--- src/rtl/serial_to_parallel.sv ---
// ----------------------------------------------------------------------------
// serial_to_parallel
//   Recovers bytes from a single serial lane (MSB first). A comma symbol is
//   searched bit-by-bit until found. Byte alignment is then confirmed by
//   ALIGN_COUNT consecutive aligned commas. Once locked, every byte boundary
//   presents the received byte on data_out. The lock persists until reset.
//
// Ports
//   clk_32f   in   1   bit clock, rising edge
//   reset     in   1   asynchronous reset, active low
//   data_in   in   1   serial lane bit, MSB first per byte
//   data_out  out  8   recovered byte, held for a full byte time
//   valid_out out  1   data_out holds a non-comma payload byte
//   active    out  1   byte alignment locked
//
// State     | meaning
// ----------+-----------------------------------------------------------
// UNLOCKED  | sliding search for COM_SYMBOL on every bit
// LOCKING   | aligned, counting consecutive commas at byte boundaries
// LOCKED    | aligned for good, bytes passed to data_out at each boundary
// ----------------------------------------------------------------------------
module serial_to_parallel #(
    parameter logic [7:0] COM_SYMBOL  = 8'hBC,
    parameter int         ALIGN_COUNT = 4      // legal range 1..15
) (
    input  logic       clk_32f,
    input  logic       reset,
    input  logic       data_in,
    output logic [7:0] data_out,
    output logic       valid_out,
    output logic       active
);

    typedef enum logic [1:0] {
        UNLOCKED = 2'd0,
        LOCKING  = 2'd1,
        LOCKED   = 2'd2
    } state_t;

    state_t     state, state_nxt;
    logic [7:0] sr;
    logic [2:0] bc, bc_nxt;
    logic [3:0] com_cnt, com_cnt_nxt;
    logic [7:0] data_nxt;
    logic       valid_nxt;
    logic       active_nxt;

    // The byte completed by the bit arriving this edge; using it directly
    // puts the byte on data_out on the edge that samples its LSB.
    logic [7:0] cand;
    logic       is_com;
    logic       boundary;

    assign cand     = {sr[6:0], data_in};
    assign is_com   = (cand == COM_SYMBOL);
    assign boundary = (bc == 3'd7);

    always_ff @(posedge clk_32f or negedge reset) begin
        if (!reset) begin
            state     <= UNLOCKED;
            sr        <= 8'h00;
            bc        <= 3'd0;
            com_cnt   <= 4'd0;
            data_out  <= 8'h00;
            valid_out <= 1'b0;
            active    <= 1'b0;
        end else begin
            state     <= state_nxt;
            sr        <= cand;
            bc        <= bc_nxt;
            com_cnt   <= com_cnt_nxt;
            data_out  <= data_nxt;
            valid_out <= valid_nxt;
            active    <= active_nxt;
        end
    end

    always_comb begin
        state_nxt   = state;
        bc_nxt      = bc + 3'd1;
        com_cnt_nxt = com_cnt;
        data_nxt    = data_out;
        valid_nxt   = valid_out;
        active_nxt  = active;

        case (state)
            UNLOCKED: begin
                if (is_com) begin
                    // Restart the bit counter so the next boundary falls
                    // exactly one byte after this comma.
                    bc_nxt      = 3'd0;
                    com_cnt_nxt = 4'd1;
                    if (ALIGN_COUNT == 1) begin
                        state_nxt  = LOCKED;
                        active_nxt = 1'b1;
                    end else begin
                        state_nxt = LOCKING;
                    end
                end
            end

            LOCKING: begin
                if (boundary) begin
                    if (is_com) begin
                        com_cnt_nxt = com_cnt + 4'd1;
                        if ((com_cnt + 4'd1) == 4'(ALIGN_COUNT)) begin
                            state_nxt  = LOCKED;
                            active_nxt = 1'b1;
                        end
                    end else begin
                        com_cnt_nxt = 4'd0;
                        state_nxt   = UNLOCKED;
                    end
                end
            end

            LOCKED: begin
                // No comma search here: commas straddling a boundary are
                // ordinary data once locked.
                if (boundary) begin
                    data_nxt  = cand;
                    valid_nxt = !is_com;
                end
            end

            default: begin
                state_nxt = UNLOCKED;
            end
        endcase
    end

endmodule

--- config.mk ---
export PLATFORM = sky130hd
export DESIGN_NAME = serial_to_parallel
export DESIGN_NICKNAME = d
export VERILOG_FILES = /design/src/rtl/serial_to_parallel.sv
export SDC_FILE = /design/constraint.sdc
export NUM_CORES = 1
export LEC_CHECK = 0
export CORE_MARGIN = 2
export CORE_UTILIZATION = 53
export CTS_CLUSTER_DIAMETER = 120
export CTS_CLUSTER_SIZE = 25
export DETAILED_ROUTE_END_ITERATION = 6
export PLACE_DENSITY_LB_ADDON = 0.1
export REMOVE_ABC_BUFFERS = 1
export SLEW_MARGIN = 10
export SYNTH_ARGS = -nofsm -noshare
export SYNTH_HDL_FRONTEND = slang
export SYNTH_SLANG_ARGS = --single-unit
--- constraint.sdc ---
create_clock -name clk_32f -period 1.8 [get_ports clk_32f]
set_clock_uncertainty 0.15 [all_clocks]
set_input_delay 0.27 -clock clk_32f [delete_from_list [all_inputs] [get_ports clk_32f]]
set_output_delay 0.27 -clock clk_32f [all_outputs]
set_load 0.02 [all_outputs]
After elaboration in Yosys (flattened, before gate mapping):

Cells that the tools add are included.

* logic and storage cells: 36
* flip-flop bits (word level): 26

* reduce and logical (&&, ||, !) cells: 7
* add/subtract/negate cells: 2
* bitwise logic cells: 1
* mux-type cells: 11
* equal/unequal tests: 8

Operators by type and width (count)
* two-way mux 4 bit: 3
* equality test 8 bit (second input constant): 1
* two-way mux 2 bit: 4
* case mux 4 bit (2 select lines): 1
* AND reduction 4 bit: 2
* two-way mux 3 bit: 2
* case mux 2 bit (3 select lines): 1
* adder 4 x 1 -> 4 bit (second input constant): 1
* equality test 4 x 3 -> 1 bit (second input constant): 1
* != test 2 bit (second input constant): 2
* adder 3 x 1 -> 3 bit (second input constant): 1
* equality test 3 bit (second input constant): 1
* != test 3 bit (second input constant): 1
* AND reduction 3 bit: 1
* equality test 2 x 1 -> 1 bit (second input constant): 1
* equality test 2 bit (second input constant): 1
* logical NOT 2 bit: 1
* AND reduction 2 bit: 1
* nonzero test 2 bit: 1
* logical NOT 1 bit: 1
* NOT 1 bit: 1

Longest topological paths before layout:

* depth after elaboration: 6
* mapped depth: 6

Least setup slack after synthesis:

OpenSTA, ideal clock, no wires.

* path kind: reg-to-reg
* start: register bc[0]
* end: register data_out[0]
* required time: 1.525 ns
* arrival: 1.257 ns
* slack: 0.269 ns
* cell stages (with the launch flop): 5
* clock period less this slack: 1.531 ns
* setup time: 0.125 ns
* path through: dfrtp_1 > ha_1 > ha_1 > nand3_2 > mux2_2

* cells in the longest elaborated chain, start to end: 2

RTL lines
* start, declared: line 42 `logic [2:0] bc, bc_nxt;`
* start signal, assigned: line 70 `bc <= bc_nxt;`
* equality test 3 bit: line 56 `assign boundary = (bc == 3'd7);`
* AND reduction 2 bit (no line)
* end signal, assigned: line 72 `data_out <= data_nxt;`
* end, declared: line 29 `output logic [7:0] data_out,`

No other way between the ends.
A chain may end at the register's enable or synchronous reset.

Worst setup path after layout:

* start: register data_out[0]
* end: output data_out[0]

No word-level cell between the ends.

==> impl_metrics.py <==
metrics = {
    "outcome": {
        "status": "finished clean",
    },
    "yosys": {
        "yosysWarnings": 0,
        "syn_avg_cell_area_sq_um": 14.37,
        "synth_top_area_share_pct": 59.56,
        "netlist_area_sq_mm": 0.001092,
        "synth_flop_cell": "dfrtp_1",
        "syn_inst": 76,
        "synth_cell_types": 31,
        "synthMuxAreaShare_pct": 9.278,
        "synth_top_family_by_area": "simple AND/OR/NAND/NOR gates",
        "ys_seq_elements": 26,
        "synth_edf_count": 0,
        "synthTopCellsByArea": "dfrtp_1 60%, mux2_2 9.3%, ha_1 4.6%, nor2b_1 2.9%, nand4bb_4 2.5%",
        "seq_area_frac_synth_pct": 59.56,
        "synth_common_cells": "26 x dfrtp_1, 9 x mux2_2, 5 x nor2b_1",
        "synthMostInstantiatedCell": "dfrtp_1",
        "synth_fa_ha_area_share_pct": 4.582,
        "synth-simple-area-share_pct": 14.43,
        "yosys.area.top_type": "dfrtp_1",
        "synth-compound-area-share_pct": 10.65,
        "synthXorXnorAreaFrac_pct": 0.8018,
        "async_flop_share_pct": 100.0,
    },
    "worst_setup_path": {
        "r2r-end": "data_out[4]$_DFFE_PN0P_",
        "critPathBufInv": 1,
        "reg2reg_from": "bc[0]$_DFF_PN0_",
        "cp_slowest_cell": "clkdlybuf4s50_1",
        "cp-end-kind": "primary output",
        "critPathKind": "flop to primary output",
        "crit_chain": "clkdlybuf4s50_1",
        "r2r_setup_slack_ns": 0.16,
        "startpoint_type": "flop",
        "max_stage_delay_ns": 0.60,
        "crit_required_ns": 1.38,
        "cp_num_cells": 1,
        "path_max_fanout": 2,
        "critical_path.top_delay_family": "buffers and inverters",
        "cp_data_arrival_time_ns": 1.29,
        "r2r_cells": 4,
    },
    "floorplanning": {
        "die_y_microns": 49.40,
        "die_w_microns": 49.40,
        "core.rowCount": 16,
        "start_util_pct": 55.68,
        "core-area_sq_mm": 0.001962,
        "dieArea_sq_mm": 0.002440,
        "ios": 13,
    },
    "finish": {
        "area_growth_pct": 21.08,
        "insertedDiodeCount": 0,
        "final_util_pct": 67.41,
        "drive_above_1_share_pct": 26.04,
        "fin_nets": 104,
        "fin_cells": 123,
    },
    "power": {
        "pwr-share-clk_pct": 27.5,
        "p_total_mw": 1.038,
        "swShare_pct": 23.22,
        "comb_power_share_pct": 10.1,
        "pwr-share-seq_pct": 62.4,
        "ir_drop_mv": 0.6969,
        "powerDensity_mw_per_mm2": 784.8,
        "p_int_mw": 0.7969,
        "switchingPower_mw": 0.2410,
        "p_leak_nw": 0.5868,
    },
    "timing": {
        "finalHoldViolations": 0,
        "tightest_slew_ns": 0.3310,
        "tns_ns": 0,
        "setup_viol": 0,
        "relSlewSlack_pct": 77.93,
        "fmax_mhz": 585.0,
        "period_share_pct": 94.96,
        "finalMaxSlewViolations": 0,
        "rsz0062_at_grt": "false",
        "layout_min_cycle_time_ns": 1.709,
    },
    "run": {
        "cap_viol_max_count": 0,
    },
    "routing": {
        "vias_per_cell": 5.610,
        "drt_iter0_markers": 10,
        "routed_wl_mm": 1.851,
        "postRouteAntennaNets": 0,
        "first_pass_iters": 4,
        "drc": 0,
        "via_count": 690,
        "post_drt_wl_per_cell_microns": 15.05,
    },
    "clock_network": {
        "h-tree-depth": 1,
        "clock_latency_ns": 0.31,
        "clock_sinks": 26,
        "hold_buffers": 0,
        "numCtsBuffers": 3,
        "clk_pin_slew_ns": 0.14,
        "cts_tree": "built",
        "cts_max_path_buffers": 2,
        "cts-root-buf": "clkbuf_4",
    },
    "placed_design": {
        "dp_cells": 119,
        "gp_congestion": 0.8093,
        "port_buffers": 12,
        "dp_hpwl_mm": 1.319,
    },
    "grt": {
        "grt_max_degree": 27,
        "first_global_vias": 700,
        "grt.overflow.total": 0,
        "track_usage_pct": 18.45,
        "antenna_found_initial": 0,
        "grt_pass1_wl_mm": 3.422,
    },
    "min_path": {
        "hp-class": "primary input to asynchronous set/reset pin",
    },
}
stage by stage:
step / hold slack [ns] / instance area [sq um] / setup slack, ns
6_report: 0.1596 / 1323 / 0.09066
3_5_place_dp: 0.2319 / 1280 / -0.08612
2_1_floorplan: -0.1756 / 1089 / 0.1516
5_1_grt: 0.1748 / 1323 / 0.01515
4_1_cts: 0.1624 / 1316 / 0.07574
3_3_place_gp: 0.2293 / 1280 / -0.05115
metal layers:
layer	vias up	track usage [%]	part of all wire, %
li1	326	-	-
met1	348	26.24	47
met2	14	29.05	50
met3	2	3.067	2.5
met4	0	6.019	0.76
met5	-	0	0
power by group through the flow:
| stage | clock network (mW) | registers [mW] | logic [mW] |
|---|---|---|---|
| 3_5_place_dp | 0 | 0.661 | 0.106 |
| 6_report | 0.285 | 0.648 | 0.105 |
| 5_1_grt | 0.323 | 0.654 | 0.120 |
| 3_3_place_gp | 0 | 0.656 | 0.0966 |
| 2_1_floorplan | 0 | 0.657 | 0.0529 |
| 4_1_cts | 0.293 | 0.650 | 0.107 |
flip-flops by register name, indices dropped and copies added, names as in the netlist:
signal	cells
data_out	8
sr	7
com_cnt	4
bc	3
state	2
active	1
valid_out	1
logic make-up (layout without fill, tap and decap cells):
logic type      Yosys count  in the layout
mux                       9              9
flops                    26             26
buf+inv                   2             22
fa+ha+maj                 4              4
xor+xnor                  1              1
simple gates             19             19
compound gates           15             15
what timing repair did:
| item | 4_1_cts | 5_1_grt |
|---|---|---|
| setup buffers | 0 | 0 |
| endpoints found under the hold margin | 0 | 0 |
| endpoints found under the setup margin | 0 | 2 |
| resized for setup | 0 | 1 |
placed cells by master, fill, tap and decap left out, drive strengths merged:
master,Yosys,final
clkdlybuf4s50,0,12
inv,1,1
or2,1,1
o32ai,1,1
nand4bb,1,1
nor2b,5,5
nor3,1,1
o22ai,1,1
clkbuf,1,4
buf,0,5
o31ai,2,2
a31o,1,1
nor2,3,3
a32oi,2,2
nand4b,2,2
mux2,9,9
nand2,1,1
or3,1,1
o21ai,1,1
nand3b,1,1
nand3,2,2
a21oi,1,1
a21o,1,1
o2bb2ai,3,3
a31oi,1,1
ha,4,4
and3,1,1
dfrtp,26,26
xnor2,1,1
a32o,1,1
how the worst max path moves through the flow:
stage          slack, ns               startpoint                      end
6_report            0.09  data_out[0]$_DFFE_PN0P_              data_out[0]
5_1_grt             0.02  data_out[4]$_DFFE_PN0P_              data_out[4]
4_1_cts             0.08  data_out[4]$_DFFE_PN0P_              data_out[4]
3_5_place_dp       -0.09                  data_in   com_cnt[2]$_DFFE_PN0P_
3_3_place_gp       -0.05                  data_in   com_cnt[1]$_DFFE_PN0P_
2_1_floorplan       0.15          bc[0]$_DFF_PN0_  data_out[0]$_DFFE_PN0P_
cell type report:
class,instances,area (sq um)
well taps,27,33.78
clock buffers,4,36.28
flip-flops and latches,26,650.6
repair buffers,17,157.7
multi-input cells,48,440.4
fillers,171,639.4
inverters,1,3.754
No activity file was read; power rests on OpenSTA's default activity.
==> patch 1 (same settings) <==
The 3 states of `state_t` get a one-hot encoding in 3 bits.
--- a/src/rtl/serial_to_parallel.sv
+++ b/src/rtl/serial_to_parallel.sv
@@ -33,6 +33,6 @@
 
-    typedef enum logic [1:0] {
-        UNLOCKED = 2'd0,
-        LOCKING  = 2'd1,
-        LOCKED   = 2'd2
+    typedef enum logic [2:0] {
+        UNLOCKED = 3'b001,
+        LOCKING  = 3'b010,
+        LOCKED   = 3'b100
     } state_t;
Check against the original RTL: no difference found for any inputs over 10 cycles, from zero or initial values and one cycle with reset low; not proved beyond that.
==> patch 1 against the unedited design <==
- hold slack worse by 8.7 ps
- final cell count up 11%
- sequential cell count up 1
- routed wire length up 15%
- design area up 8.7%
- power up 0.96%
- sequential share of layout area down 2.1 points
- area after synthesis up 9.3%
- worst setup slack worse by 13 ps
- utilization down 1.1 points
- global-route usage up 1.5 points
- largest cell class unchanged
==> patch 1: results (changes against the unedited design) <==
metric	value	unit	change
post-synthesis instance total	86		was 76
met1 Usage GRT	0.2701		was 0.2624
hpwl dp	1.615	mm	was 1.319 mm
final wirelength	2.120	mm	was 1.851 mm
Max Freq	580.5	MHz	was 585.0 MHz
worst setup path endpoint	data_out[0]		unchanged
Pre-Repair DR Iteration Count	3		was 4
max_slew headroom	0.7544		was 0.7793
number of unique standard cell types used by synthesis	35		was 31
Yosys Warn Count	0		unchanged
vias in the first global route	840		was 700
post-layout net count	117		was 104
setup slack at placement	-16.92	ps	was -86.12 ps
Final GP Congestion	0.8690		was 0.8093
M3 GR Usage	0.03801		was 0.03067
worst vdd rail ir drop	0.5955	mV	was 0.6969 mV
dpl cells	133		was 119
Post-synth top cells	dfrtp_1, mux2_2, ha_1, nor2b_1		was dfrtp_1, mux2_2, nor2b_1
clk root buf	clkbuf_4		unchanged
pin count of the biggest net entering global routing	28		was 27
Via density	5.642		was 5.610
Area after DPL	1404	sq um	was 1280 sq um
Seq/Total Area, Yosys	0.5671		was 0.5956
WL/cell	15.47	microns	was 15.05 microns
share of cells above drive strength 1	0.2569		was 0.2604
FF-to-FF setup slack	90	ps	was 160 ps
P_leak	0.6306	nW	was 0.5868 nW
Crit Reg-Reg Endpoint	data_out[0]		was data_out[4]
cts repair resizes	1		was 0
Total Routing Usage GR	0.1999		was 0.1845
status	finished clean		unchanged
slowest cell on the critical path	clkdlybuf4s50_1		unchanged
met2 Resource Use GR	0.3056		was 0.2905
Clk Latency, worst-skew pair	310	ps	about the same
global-route wire length before repair	3.857	mm	was 3.422 mm
Ant. Diodes	0		unchanged
Area contributors post-synth	dfrtp_1, mux2_2, ha_1		unchanged
initial DRC count	5		was 10
Critical Path Start	data_out[0]		unchanged
==> patch 1: cell count changes after synthesis, sizes merged, moves of 2 or more <==
cell,delta
nor3b,+3
and4bb,+3
nand4,+3
o31ai,-2
a32oi,-2
nand2b,+2
inv,+2
o21bai,+2
o2bb2ai,-3
==> patch 1: logic make-up after synthesis <==
logic type,synth area share
simple gates,0.2044
flops,0.5671
compound gates,0.08910
mux,0.08386
buf+inv,0.01362
fa+ha+maj,0.04193
==> patch 1: per-stage QoR <==
stage / setup TNS [ps] / hold WS, ps
final: 0 / 150.9
after floorplan: 0 / -175.6
after CTS: 0 / 147.3
after global placement: 0 / 250.0
after detailed placement: -61.50 / 265.2
after global routing: 0 / 151.4
==> patch 1: power by group <==
group          switching [mW]  internal [mW]  total [mW]  leakage [nW]
Combinational          0.0530         0.0661       0.119         0.286
Sequential             0.0279          0.647       0.675         0.330
Clock                   0.167         0.0865       0.254        0.0150
Total                   0.248          0.800        1.05         0.631
==> patch 1: routing by layer <==
metal,share of wire,wire (microns)
met1,0.45,963
met2,0.51,1091
met3,0.017,35
met4,0.014,29
met5,0,0
==> patch 1: final cells by class <==
| type | instances | area, sq um |
|---|---|---|
| timing repair buffer | 20 | 180.2 |
| multi-input combinational | 55 | 508.0 |
| sequential | 27 | 676.9 |
| fill | 168 | 732.0 |
| clock buffer | 4 | 26.28 |
| tap | 28 | 35.03 |
| inverter | 3 | 11.26 |
==> patch 1: worst min-delay path by stage <==
stage	slack, ps	to	startpoint
after floorplan	-180	active	reset
after global placement	250	sr[5]	sr[4]
after detailed placement	270	sr[5]	sr[4]
after CTS	150	sr[1]	reset
after global routing	150	data_out[0]	reset
final	150	data_out[3]	reset
==> patch 2 (same settings) <==
Made on the original files. `COM_SYMBOL`: 8'hBC -> 8'h5E.
--- a/src/rtl/serial_to_parallel.sv
+++ b/src/rtl/serial_to_parallel.sv
@@ -22,3 +22,3 @@
 module serial_to_parallel #(
-    parameter logic [7:0] COM_SYMBOL  = 8'hBC,
+    parameter logic [7:0] COM_SYMBOL  = 8'h5E,
     parameter int         ALIGN_COUNT = 4      // legal range 1..15
Check against the original RTL: same outputs for any inputs over 10 cycles, from zero or initial values and one cycle with reset low; that may be too few to reach the edited logic, so the function may still have changed.
==> patch 2 against the unedited design <==
- fmax decreased by 3.7%
- area after synthesis increased by 1.0%
- critical path depth increased by 5
- routed wire length increased by 3.0%
- hold slack got worse by 2.1 ps
- power decreased by 12%
- design area increased by 3.9%
- first-iteration DRC count decreased by 20%
- worst setup slack got worse by 66 ps
- sequential cell count unchanged
- critical path type is now reg -> reg
- critical endpoint is now data_out[5]
- largest cell class unchanged
- highest routed layer unchanged
==> patch 2: results (changes against the unedited design) <==
metric	value	unit	change
Synth Area in Adders	0.04535		was 0.04582
slowest cell on the critical path	dfrtp_1		was clkdlybuf4s50_1
P_leak	0.6391	nW	was 0.5868 nW
max incr delay on CP	390	ps	was 600 ps
Clk Latency, worst-skew pair	310	ps	about the same
CTS buffer count	3		unchanged
Arr. time, crit path	1830	ps	was 1290 ps
WL/cell	14.66	microns	was 15.05 microns
Ant. Diodes	0		unchanged
multiplexer share of the synthesized area	0.1190		was 0.09278
pin count of the biggest net entering global routing	27		unchanged
Synth Area in XOR/XNOR	0.007937		was 0.008018
Compound-Gate Fraction of Synth Area	0.09864		was 0.1065
initial antenna violation count	0		unchanged
Post-synth top cells	dfrtp_1, mux2_4, ha_1, nor2b_1		was dfrtp_1, mux2_2, nor2b_1
Fin Setup TNS	0	ps	unchanged
setup slack at placement	-122.5	ps	was -86.12 ps
hpwl dp	1.299	mm	was 1.319 mm
Area contributors post-synth	dfrtp_1, mux2_4, ha_1		was dfrtp_1, mux2_2, ha_1
transition time of the tightest slew-check pin	326.1	ps	was 331.0 ps
clock-pin slew on the worst setup and hold paths	130	ps	
vias in the first global route	725		was 700
post-layout net count	112		was 104
met2 Resource Use GR	0.2867		was 0.2905
Total Routing Usage GR	0.1772		was 0.1845
Largest regs	data_out (8), sr (7), com_cnt (4)		unchanged
Hold Crit Class	in -> async		unchanged
Final GP Congestion	0.8091		was 0.8093
Pre-Repair DR Iteration Count	4		unchanged
M3 GR Usage	0.03636		was 0.03067
dpl cells	124		was 119
initial DRC count	8		was 10
Fillers	156		was 171
worst vdd rail ir drop	0.4826	mV	was 0.6969 mV
Seq/Total Area, Yosys	0.5896		was 0.5956
FF-to-FF setup slack	20	ps	was 160 ps
vias	715		was 690
share of cells above drive strength 1	0.2816		was 0.2604
Area after DPL	1301	sq um	was 1280 sq um
CP delay by family, top	flip-flops		was buffers and inverters
Via density	5.500		was 5.610
post-route minimum period	1776	ps	was 1709 ps
met1 Usage GRT	0.2464		was 0.2624
global-route wire length before repair	3.353	mm	was 3.422 mm
crit path max fanout	5		was 2
number of unique standard cell types used by synthesis	29		was 31
status	finished clean		unchanged
syn avg cell area	13.97	sq um	was 14.37 sq um
Hold Slack	157.4	ps	was 159.6 ps
==> patch 2: path summary, 6_finish.rpt <==
| kind | startpoint | to | cells past startpoint |
|---|---|---|---|
| setup / recovery | bc[0] | data_out[5] | 6 |
| hold / removal | reset | data_out[7] | 2 |
| setup reg to reg | bc[0] | data_out[5] | 6 |
| hold reg to reg | sr[4] | sr[5] | 0 |
| max in group asynchronous | reset | sr[0] | 2 |
| min in group clk_32f | sr[4] | sr[5] | 0 |
==> patch 2: layout make-up <==
class                      count  area (sq um)  area share
clock buffer                   3         22.52     0.01639
timing repair buffer          23         210.2      0.1530
tap                           27         33.78     0.02459
sequential                    26         650.6      0.4736
inverter                       2         7.507    0.005464
multi-input combinational     49         449.2      0.3270
==> patch 2: repair_timing <==
item                       in CTS  in global routing
setup buffers                   0                  2
hold buffers                    0                  0
gates resized for setup         7                  1
setup endpoints to repair       8                  8
pin swaps                       0                  1
cloned                          1                  0
hold endpoints to repair        0                  0
==> patch 2: cell families (layout without fill, tap and decap cells) <==
logic type | count (synthesis) | count (layout)
AND/OR/NAND/NOR | 21 | 21
adder cells (fa/ha/maj) | 4 | 4
XOR/XNOR | 1 | 1
flip-flops | 26 | 26
buffers and inverters | 4 | 28
AO/OA/AOI/OAI | 14 | 14
multiplexers | 9 | 9
==> patch 2: power by group <==
group	switching (mW)	leakage [nW]	internal, mW
logic	0.0309	0.312	0.0339
registers	0.0110	0.314	0.601
clock network	0.154	0.0138	0.0781
total	0.196	0.639	0.713
==> patch 2: metal layers <==
| layer | vias to the layer above | wire [microns] |
|---|---|---|
| met5 | - | 0 |
| met2 | 12 | 939 |
| met1 | 362 | 904 |
| li1 | 339 | - |
| met4 | 0 | 14 |
| met3 | 2 | 48 |
